==> config.mk <==
export PLATFORM = sky130hd
export DESIGN_NAME = ps2_rx_fifo
export DESIGN_NICKNAME = d
export VERILOG_FILES = /design/src/rtl/ps2_pkg.sv /design/src/rtl/ps2_byte_fifo.sv /design/src/rtl/ps2_rx_fifo.sv
export SDC_FILE = /design/constraint.sdc
export NUM_CORES = 1
export LEC_CHECK = 0
export CAP_MARGIN = 20
export CORE_ASPECT_RATIO = 1.1
export CORE_MARGIN = 2
export CORE_UTILIZATION = 55
export DETAILED_ROUTE_END_ITERATION = 10
export DONT_BUFFER_PORTS = 1
export PLACE_DENSITY = 0.69
export SLEW_MARGIN = 20
export SYNTH_ARGS = -nofsm -noshare
export SYNTH_HDL_FRONTEND = slang
export SYNTH_SLANG_ARGS = --single-unit
export TNS_END_PERCENT = 1
==> constraint.sdc <==
create_clock -name clk -period 2.4 [get_ports clk]
set_input_delay 0.48 -clock clk [delete_from_list [all_inputs] [get_ports clk]]
set_output_delay 0.48 -clock clk [all_outputs]
set_load 0.02 [all_outputs]
==> src/rtl/ps2_pkg.sv <==
// ps2_pkg: shared PS/2 receiver state encoding, frame size and scancode constants.
package ps2_pkg;
  typedef enum logic [1:0] {IDLE, DATA, PARITY, STOP} rx_state_e;
  localparam int PS2_FRAME_BITS = 11;
  localparam logic [7:0] PS2_BREAK = 8'hF0;
  localparam logic [7:0] PS2_EXT = 8'hE0;
endpackage

==> src/rtl/ps2_byte_fifo.sv <==
// ps2_byte_fifo: synchronous byte FIFO with sticky overflow that clears on the next accepted pop.
module ps2_byte_fifo #(
  parameter int DEPTH = 8
) (
  input  logic       clk,
  input  logic       rst,
  input  logic       push_i,
  input  logic [7:0] din_i,
  input  logic       pop_i,
  output logic [7:0] head_o,
  output logic       empty_o,
  output logic       full_o,
  output logic       overflow_o
);
  localparam int AW = $clog2(DEPTH);
  logic [7:0] mem_q [DEPTH];
  logic [AW:0] wr_q, rd_q;
  logic ovf_q, do_pop, do_push;
  assign empty_o = wr_q == rd_q;
  assign full_o = (wr_q[AW] != rd_q[AW]) && (wr_q[AW-1:0] == rd_q[AW-1:0]);
  assign do_pop = pop_i & ~empty_o;
  // a pop in the same cycle frees the slot a push into a full FIFO needs
  assign do_push = push_i & (~full_o | do_pop);
  assign head_o = empty_o ? 8'h00 : mem_q[rd_q[AW-1:0]];
  assign overflow_o = ovf_q;
  always_ff @(posedge clk or posedge rst) begin
    if (rst) begin
      wr_q <= '0;
      rd_q <= '0;
      ovf_q <= 1'b0;
    end else begin
      wr_q <= wr_q + (AW+1)'(do_push);
      rd_q <= rd_q + (AW+1)'(do_pop);
      ovf_q <= do_pop ? 1'b0 : (push_i & full_o) ? 1'b1 : ovf_q;
    end
  end
  always_ff @(posedge clk)
    if (do_push) mem_q[wr_q[AW-1:0]] <= din_i;
endmodule

==> src/rtl/ps2_rx_fifo.sv <==
// ps2_rx_fifo: PS/2 device-to-host receiver feeding a byte FIFO.
// Define PS2_RX_PARITY_CHECK_EN to reject frames with bad parity or stop bit.
module ps2_rx_fifo
  import ps2_pkg::*;
#(
  parameter int FIFO_DEPTH = 8,
  parameter int SYNC_STAGES = 2,
  parameter int TIMEOUT_CYCLES = 50000
) (
  input  logic       clk,
  input  logic       rst,
  input  logic       ps2_clk,
  input  logic       ps2_data,
  input  logic       nextdata_n,
  output logic [7:0] data,
  output logic       ready,
  output logic       overflow,
  output logic       frame_err
);
  localparam int TW = $clog2(TIMEOUT_CYCLES);
  logic [SYNC_STAGES-1:0] clk_sync_q, dat_sync_q;
  logic clk_prev_q;
  rx_state_e state_q, state_d;
  logic [2:0] cnt_q, cnt_d;
  logic [7:0] shift_q, shift_d;
  logic [TW-1:0] to_q, to_d;
  logic push_q, push_d, err_q, err_d;
  logic fall, bit_s, timeout, frame_ok, empty, full;
  always_ff @(posedge clk or posedge rst) begin
    if (rst) begin
      clk_sync_q <= '1;
      dat_sync_q <= '1;
      clk_prev_q <= 1'b1;
    end else begin
      clk_sync_q <= {clk_sync_q[SYNC_STAGES-2:0], ps2_clk};
      dat_sync_q <= {dat_sync_q[SYNC_STAGES-2:0], ps2_data};
      clk_prev_q <= clk_sync_q[SYNC_STAGES-1];
    end
  end
  assign fall = clk_prev_q & ~clk_sync_q[SYNC_STAGES-1];
  assign bit_s = dat_sync_q[SYNC_STAGES-1];
  assign timeout = (state_q != IDLE) && !fall && (to_q == TW'(TIMEOUT_CYCLES - 1));
`ifdef PS2_RX_PARITY_CHECK_EN
  logic par_q;
  always_ff @(posedge clk or posedge rst)
    if (rst) par_q <= 1'b0;
    else if (fall && state_q == PARITY) par_q <= bit_s;
  assign frame_ok = (^{shift_q, par_q}) & bit_s;
`else
  assign frame_ok = 1'b1;
`endif
  always_comb begin
    state_d = state_q;
    cnt_d = cnt_q;
    shift_d = shift_q;
    push_d = 1'b0;
    err_d = 1'b0;
    to_d = (state_q == IDLE || fall) ? '0 : to_q + TW'(1);
    if (timeout) begin
      state_d = IDLE;
      shift_d = '0;
      err_d = 1'b1;
    end else if (fall) begin
      case (state_q)
        IDLE: begin
          state_d = bit_s ? IDLE : DATA;
          cnt_d = '0;
        end
        DATA: begin
          shift_d = {bit_s, shift_q[7:1]};
          cnt_d = cnt_q + 3'd1;
          state_d = (cnt_q == 3'd7) ? PARITY : DATA;
        end
        PARITY: state_d = STOP;
        STOP: begin
          state_d = IDLE;
          push_d = frame_ok;
          err_d = ~frame_ok;
        end
      endcase
    end
  end
  // shift_q is stable for several ps2 bit times after STOP, so the delayed push reads it directly
  always_ff @(posedge clk or posedge rst) begin
    if (rst) begin
      state_q <= IDLE;
      cnt_q <= '0;
      shift_q <= '0;
      to_q <= '0;
      push_q <= 1'b0;
      err_q <= 1'b0;
    end else begin
      state_q <= state_d;
      cnt_q <= cnt_d;
      shift_q <= shift_d;
      to_q <= to_d;
      push_q <= push_d;
      err_q <= err_d;
    end
  end
  ps2_byte_fifo #(.DEPTH(FIFO_DEPTH)) u_fifo (
    .clk       (clk),
    .rst       (rst),
    .push_i    (push_q),
    .din_i     (shift_q),
    .pop_i     (~nextdata_n),
    .head_o    (data),
    .empty_o   (empty),
    .full_o    (full),
    .overflow_o(overflow)
  );
  assign ready = ~empty;
  assign frame_err = err_q;
endmodule

==> reports/qor.yml, run 1 <==
worst_setup_path:
  crit_required_ns: 1.92
  critPathArrivalTime_ns: 1.80
  endpoint_kind: "output pin"
  slowest_stage: "dfrtp_1"
  crit_type: "register to output pin"
  startpoint_type: "register"
  worstPathCellList: "xor2_1 > nor4b_2 > buf_12 > nor2_1"
  crit_path_max_fanout: 11
  critPathMaxStageDelay_ns: 0.49
synthesis:
  syn_inst: 297
  synth_nets: 309
  syn_area_sq_um: 4447
  yosys_warnings: 0
  synth_cell_types: 39
  ys_seq_elements: 109
  synth.avg_cell_area_sq_um: 14.97
  ys_seq_area_share_pct: 68.68
sta:
  hold_viol: 0
  finClkSkew_ns: 0.01082
  setup_violations: 0
  fmax_mhz: 438.4
  slew_headroom_pct: 38.87
  drv_slew: 0
  fin_crit_sh_pct: 95.04
  layout_setup_ws_ns: 0.1191
  rsz0062_at_grt: "no"
  period_minus_slack_ns: 2.281
  tightest_slew_ns: 0.9157
die:
  die_w_um: 89.73
  initial_core_util_pct: 56.50
  die_area_sq_um: 8821
  rows: 34
  io_pins: 16
  fp.dieH_um: 98.31
  core_area_sq_um: 7870
power:
  p_int_w: 0.003232
  switching_share_pct: 30.75
  power.switching_w: 0.001435
  power.density_nw_per_um2: 961.0
  pwr-share-comb_pct: 23.3
  ir_drop_uv: 411.7
  pwr-share-seq_pct: 52.9
  pwr-share-clk_pct: 23.8
  leakagePower_nw: 1.808
  p_total_w: 0.004667
clocking:
  htreeDepth: 3
  clkTransAtPathRegs_ns: 0.10
  clockRootBuffer: "clkbuf_8"
  cts_tree: "done"
  clock_latency_ns: 0.36
  cts_made_buffers: 9
  cts.sinks: 109
  clockBufferDepth: 2
global_route:
  antenna_found_initial: 0
  grt_max_degree: 46
  grt_pass1_wl_um: 11960
  grt.total_usage_pct: 17.41
  grt-ovfl-total: 0
  grt_pass1_vias: 2444
drt:
  drc: 0
  drt_first_pass_iters: 5
  vias_per_cell: 5.517
  ant_nets: 0
  vias: 2317
  finalWirelength_um: 7025
  wl_per_cell_um: 16.73
  drt_iter0_markers: 101
layout:
  n_antenna_cell: 0
  area_delta_synth_final_pct: 9.201
  final_cell_mix: "edfxtp_1 (64), dfrtp_1 (39), nand2_1 (27), nor2_1 (27), mux4_2 (16)"
  layout_commonest_cell: "edfxtp_1"
  nets: 319
  nFillCells: 607
  layout-drive-gt1-share_pct: 17.31
placed_design:
  hpwl_um: 4689
  gp_congestion: 0.7986
  port-buffer-count: 0
  post-place-ws_ns: 0.1958
run:
  maxCapViolations: 0
outcome:
  status: "completed"
worst_hold_path:
  holdCritPathClass: "input port to register"
==> sequential cells by signal (all words and copies together) (netlist names) <==
register	flops
u_fifo.mem_q	64
to_q	16
shift_q	8
u_fifo.rd_q	4
u_fifo.wr_q	4
cnt_q	3
clk_sync_q	2
dat_sync_q	2
state_q	2
clk_prev_q	1
frame_err	1
push_q	1
u_fifo.overflow_o	1
==> power by group through the flow <==
| stage | combinational [W] | clock (W) | sequential, W |
|---|---|---|---|
| 5_1_grt | 0.00121 | 0.00119 | 0.00250 |
| 6_report | 0.00109 | 0.00111 | 0.00247 |
| 3_3_place_gp | 0.00107 | 0 | 0.00250 |
| 2_1_floorplan | 0.000909 | 0 | 0.00241 |
| 4_1_cts | 0.00110 | 0.00113 | 0.00247 |
| 3_5_place_dp | 0.00109 | 0 | 0.00251 |
==> layer usage <==
layer / part of all wire, % / global-route usage [%] / vias up
met4: 1.5 / 6.036 / 0
li1: - / - / 1115
met5: 0 / 0 / -
met1: 43 / 22.96 / 1143
met3: 3.7 / 2.546 / 10
met2: 52 / 30.13 / 49
==> kinds of logic (layout without fill, tap and decap cells) <==
logic type / after synthesis / after routing / share of synthesized area (%)
flip-flops: 109 / 109 / 68.68
AND/OR/NAND/NOR: 95 / 95 / 10.83
AO/OA/AOI/OAI: 24 / 24 / 3.123
multiplexers: 24 / 24 / 9.905
XOR/XNOR: 19 / 19 / 3.742
buffers and inverters: 19 / 34 / 1.745
adder cells (fa/ha/maj): 7 / 7 / 1.970
==> stage by stage <==
stage	hold slack (ns)	utilization, %	setup TNS (ns)	std cells	cell area [sq um]
floorplan	0.3452	-	-1.004	297	4453
global placement	0.3458	58.93	0	404	4638
finish	0.1014	61.70	0	420	4856
CTS	0.09433	61.57	0	420	4846
detailed placement	0.3469	58.93	0	404	4638
global route	0.08783	61.70	0	420	4856
==> synth_stat cells <==
library cell / instances / area (sq um)
a211o_1: 1 / 8.760
a21boi_1: 1 / 7.510
a21oi_1: 12 / 60.06
and2_1: 1 / 6.260
and3_1: 3 / 18.77
and3b_1: 1 / 8.760
and4_1: 1 / 8.760
and4b_1: 3 / 30.03
buf_1: 2 / 7.510
buf_2: 2 / 10.01
buf_4: 1 / 7.510
clkbuf_1: 7 / 26.28
dfrtp_1: 40 / 1001
dfstp_2: 5 / 131.4
edfxtp_1: 64 / 1922
ha_1: 7 / 87.58
inv_1: 7 / 26.28
mux2i_1: 8 / 80.08
mux4_2: 16 / 360.4
nand2_1: 27 / 101.4
nand2b_1: 1 / 6.260
nand3_1: 10 / 50.05
nand4_1: 3 / 18.77
nor2_1: 27 / 101.4
nor2b_1: 1 / 6.260
nor3_1: 3 / 15.01
nor4_1: 4 / 25.02
nor4_2: 1 / 12.51
nor4b_1: 1 / 8.760
nor4bb_1: 2 / 20.02
o21ai_0: 7 / 35.03
o21ai_1: 1 / 5.000
o221ai_2: 1 / 15.01
o31ai_1: 1 / 7.510
or3_1: 3 / 18.77
or4_1: 2 / 15.01
or4b_1: 1 / 10.01
xnor2_1: 13 / 113.9
xor2_1: 6 / 52.55
==> worst max-delay path, delay by kind of cell, from the launching register on <==
family,cells,cell delay (ns)
xor gates and xnor gates,1,0.22
buffers and inverters,1,0.18
DFF,1,0.49
and+or+nand+nor,2,0.54
==> final cells by class <==
class | count | area [sq um] | area share (%)
tap | 108 | 135.1 | 2.783
sequential | 109 | 3055 | 62.92
clock buffer | 9 | 123.9 | 2.551
clock inverter | 7 | 80.08 | 1.649
inverter | 7 | 26.28 | 0.5411
timing repair buffer | 11 | 107.6 | 2.216
multi-input combinational | 169 | 1328 | 27.34
==> path summary, 6_finish.rpt <==
| path | start | endpoint | slack [ns] | cells past startpoint |
|---|---|---|---|---|
| max in group asynchronous | rst | u_fifo.rd_q[0] | 1.58 | 1 |
| max reg2reg | u_fifo.wr_q[0] | u_fifo.mem_q[4][7] | 0.18 | 5 |
| min in group asynchronous | rst | state_q[1] | 0.18 | 1 |
| min | ps2_clk | clk_sync_q[0] | 0.10 | 0 |
| min reg2reg | dat_sync_q[0] | dat_sync_q[1] | 0.36 | 0 |
| max | u_fifo.wr_q[0] | data[3] | 0.12 | 4 |
==> timing repair <==
action | 4_1_cts | 5_1_grt
hold buffers | 0 | 0
buffers inserted | 0 | 0
endpoints found under the setup margin | 8 | 8
gates resized for setup | 1 | 3
(Power assumes the default switching activity.)
==> run 2: changes to the inputs <==
--- a/config.mk
+++ b/config.mk
@@ -5,12 +5,15 @@
 export SDC_FILE = /design/constraint.sdc
 export NUM_CORES = 1
 export LEC_CHECK = 0
+export ABC_AREA = 1
 export CAP_MARGIN = 20
 export CORE_ASPECT_RATIO = 1.1
 export CORE_MARGIN = 2
 export CORE_UTILIZATION = 55
+export CTS_CLUSTER_DIAMETER = 40
 export DETAILED_ROUTE_END_ITERATION = 10
 export DONT_BUFFER_PORTS = 1
+export MAX_ROUTING_LAYER = met4
 export PLACE_DENSITY = 0.69
 export SLEW_MARGIN = 20
 export SYNTH_ARGS = -nofsm -noshare
==> reports/qor.yml, run 2 <==
power:
  pwr-share-seq_pct: 46.6  # -6.3 points
  p_int_w: 0.003256  # +0.75%
  pwr-share-clk_pct: 21.1  # -2.7 points
  leakagePower_nw: 2.160  # +19%
  ir_drop_uv: 355.4  # -14%
  power.density_nw_per_um2: 990.4  # +3.1%
  power.switching_w: 0.001888  # +32%
  switching_share_pct: 36.70  # +6.0 points
  pwr-share-comb_pct: 32.3  # +9.0 points
die:
  rows: 35  # +2.9%
  die_w_um: 92.56  # +3.1%
  die_area_sq_um: 9386  # +6.4%
  io_pins: 16  # unchanged
  core_area_sq_um: 8364  # +6.3%
  initial_core_util_pct: 56.72  # +0.22 points
  fp.dieH_um: 101.4  # +3.2%
synthesis:
  syn_area_sq_um: 4745  # +6.7%
  synth.most_common_cell: "nor2_1"
  synth.avg_cell_area_sq_um: 10.03  # -33%
  async_reset_ff_share_pct: 41.28  # unchanged
  ys_seq_area_share_pct: 64.37  # -4.3 points
  syn_inst: 473  # +59%
  synth_cell_types: 30  # -23%
  ys.flop_type: "edfxtp_1"
  yosys_warnings: 0  # unchanged
  synth_nets: 485  # +57%
  netlist.area_leader.share_pct: 40.51  # -2.7 points
  ys_seq_elements: 109  # unchanged
  synth_largest_area_cell: "edfxtp_1"
  synthTopCellsByCount: "nor2_1 (105), nand2_1 (77), edfxtp_1 (64)"
  synth_edf_count: 64  # unchanged
  synth_area_leaders: "edfxtp_1 (41%), dfrtp_1 (21%), nor2_1 (8.3%), nand2_1 (6.1%), o21ai_0 (3.7%)"
sta:
  tightest_slew_ns: 0.5323  # -0.3834 ns
  drv_slew: 0  # unchanged
  finalSetupTns_ns: 0  # unchanged
  setup_violations: 0  # unchanged
  rsz0062_at_grt: "no"
  hold_viol: 0  # unchanged
  finClkSkew_ns: 0.02109  # +0.01027 ns
  fin_crit_sh_pct: 93.39  # -1.7 points
  slew_headroom_pct: 64.51  # +26 points
  fmax_mhz: 446.2  # +1.8%
  period_minus_slack_ns: 2.241  # -0.03967 ns
  holdWs_ns: 0.08277  # -0.01861 ns
global_route:
  grt_pass1_vias: 3060  # +25%
  top_usage_layer: "met2"
  grt.total_usage_pct: 21.12  # +3.7 points
  grt.met1_usage_pct: 25.79  # +2.8 points
  grt_pass1_wl_um: 14650  # +23%
  grt-ovfl-total: 0  # unchanged
  grt_max_degree: 33  # -28%
  gr-usage-met3_pct: 2.902  # +0.36 points
  antenna_found_initial: 0  # unchanged
  grt_use_met2_pct: 36.05  # +5.9 points
worst_setup_path:
  crit_required_ns: 1.92  # about the same
  critPathArrivalTime_ns: 1.76  # -0.04 ns
  startpoint_type: "register"
  worstPathCellList: "inv_2 > buf_6 > nor2_1 > o22ai_1 > nor2_1 > nor2_1 > buf_4"
  endpoint: "data[2]"
  r2r_end: "u_fifo.wr_q[2]"
  r2r.worst_path.cells: 10  # +5
  critPathMaxStageDelay_ns: 0.45  # -0.04 ns
  startpoint: "u_fifo.rd_q[0]"
  cp_common_cell: "nor2_1"
  crit_type: "register to output pin"
  slowest_stage: "dfrtp_1"
  endpoint_kind: "output pin"
  crit_path_max_fanout: 32  # +21
  timing.rr.start: "u_fifo.wr_q[0]"
  regToRegSetupSlack_ns: 0.54  # +0.36 ns
layout:
  largest_register_ffs: 64  # unchanged
  nFillCells: 661  # +8.9%
  layout_commonest_cell: "nor2_1"
  final_cell_mix: "nor2_1 (105), nand2_1 (77), edfxtp_1 (64)"
  n_antenna_cell: 0  # unchanged
  nets: 508  # +59%
  area_delta_synth_final_pct: 9.467
  layout-drive-gt1-share_pct: 12.97  # -4.3 points
drt:
  ant_nets: 0  # unchanged
  finalWirelength_um: 8735  # +24%
  vias: 3196  # +38%
  drt_first_pass_iters: 4  # -1
  drt_iter0_markers: 202  # +100%
  drc: 0  # unchanged
  vias_per_cell: 5.222  # -5.3%
  wl_per_cell_um: 14.27  # -15%
outcome:
  status: "completed"
clocking:
  clock_latency_ns: 0.38  # +0.02 ns
  clockBufferDepth: 2  # unchanged
  cts_made_buffers: 9  # unchanged
  cts.sinks: 109  # unchanged
  htreeDepth: 3  # unchanged
  cts_tree: "done"
  clockRootBuffer: "clkbuf_8"
  clkTransAtPathRegs_ns: 0.12  # +0.02 ns
placed_design:
  port-buffer-count: 0  # unchanged
  hpwl_um: 6090  # +30%
  gp_congestion: 0.8809  # +10%
run:
  maxCapViolations: 0  # unchanged
worst_hold_path:
  holdCritPathClass: "input port to register"
  hp-start: "ps2_data"
run 2: cell count changes after synthesis, moves of 5 or more:
cell,before,now
nor2_1,27,105
nand2_1,27,77
inv_1,7,42
o21ai_0,7,35
mux4_2,16,0
nand3_1,10,25
xnor2_1,13,0
mux2i_1,8,0
o22ai_1,0,8
clkbuf_1,7,0
inv_2,0,6
o21ai_1,1,6
run 2: through the flow:
step,util (%),worst slack (ns),cell area [sq um],total power [W],cells
after global placement,59.39,0.5815,4967,0.004015,594
after detailed placement,59.39,0.5211,4967,0.004057,594
final,62.09,0.1587,5194,0.005144,612
after CTS,61.85,0.1100,5174,0.005129,611
after global routing,62.09,0.001303,5194,0.005476,612
after floorplan,-,0.5719,4745,0.003577,473
run 2: power by group through the flow:
| stage | combinational [W] | clock (W) | sequential (W) |
|---|---|---|---|
| after floorplan | 0.00122 | 0 | 0.00235 |
| after global placement | 0.00159 | 0 | 0.00242 |
| after detailed placement | 0.00163 | 0 | 0.00243 |
| after CTS | 0.00163 | 0.00111 | 0.00239 |
| after global routing | 0.00187 | 0.00118 | 0.00243 |
| final | 0.00166 | 0.00109 | 0.00240 |
run 2: how the worst min path moves through the flow:
| stage | end | slack, ns | cells past startpoint |
|---|---|---|---|
| after floorplan | clk_sync_q[1] | 0.35 | 0 |
| after global placement | dat_sync_q[1] | 0.35 | 0 |
| after detailed placement | dat_sync_q[1] | 0.35 | 0 |
| after CTS | dat_sync_q[0] | 0.07 | 0 |
| after global routing | dat_sync_q[0] | 0.07 | 0 |
| final | dat_sync_q[0] | 0.08 | 0 |
run 2: logic make-up after synthesis:
family                   synth area share (%)
AND/OR/NAND/NOR                         19.33
AO/OA/AOI/OAI                           7.490
flip-flops                              64.37
adder cells (fa/ha/maj)                 1.846
buffers and inverters                   6.223
XOR/XNOR                               0.7383
run 2: critical path, delay by kind of cell, from the launching register on:
family,cells,cell delay (ns)
and+or+nand+nor,3,0.24
buffers and inverters,3,0.46
AOI/OAI and AO/OA,1,0.22
DFF,1,0.45
run 2: final cells by class:
class,instances,area (sq um),area share (%)
clock inverter,7,72.57,1.397
inverter,50,193.9,3.734
clock buffer,9,123.9,2.385
multi-input combinational,299,1395,26.86
tap,111,138.9,2.674
sequential,109,3057,58.85
timing repair buffer,27,212.7,4.095
run 2: layer usage:
layer / up-vias / wire, um
li1: 1607 / -
met5: - / 0
met1: 1522 / 3805
met3: 12 / 274
met4: 0 / 170
met2: 55 / 4484
run 2: what timing repair did:
| action | 4_1_cts | 5_1_grt |
|---|---|---|
| endpoints found under the setup margin | 0 | 5 |
| setup buffers | 0 | 1 |
| endpoints found under the hold margin | 16 | 0 |
| hold buffers | 1 | 0 |
| resized for setup | 0 | 5 |
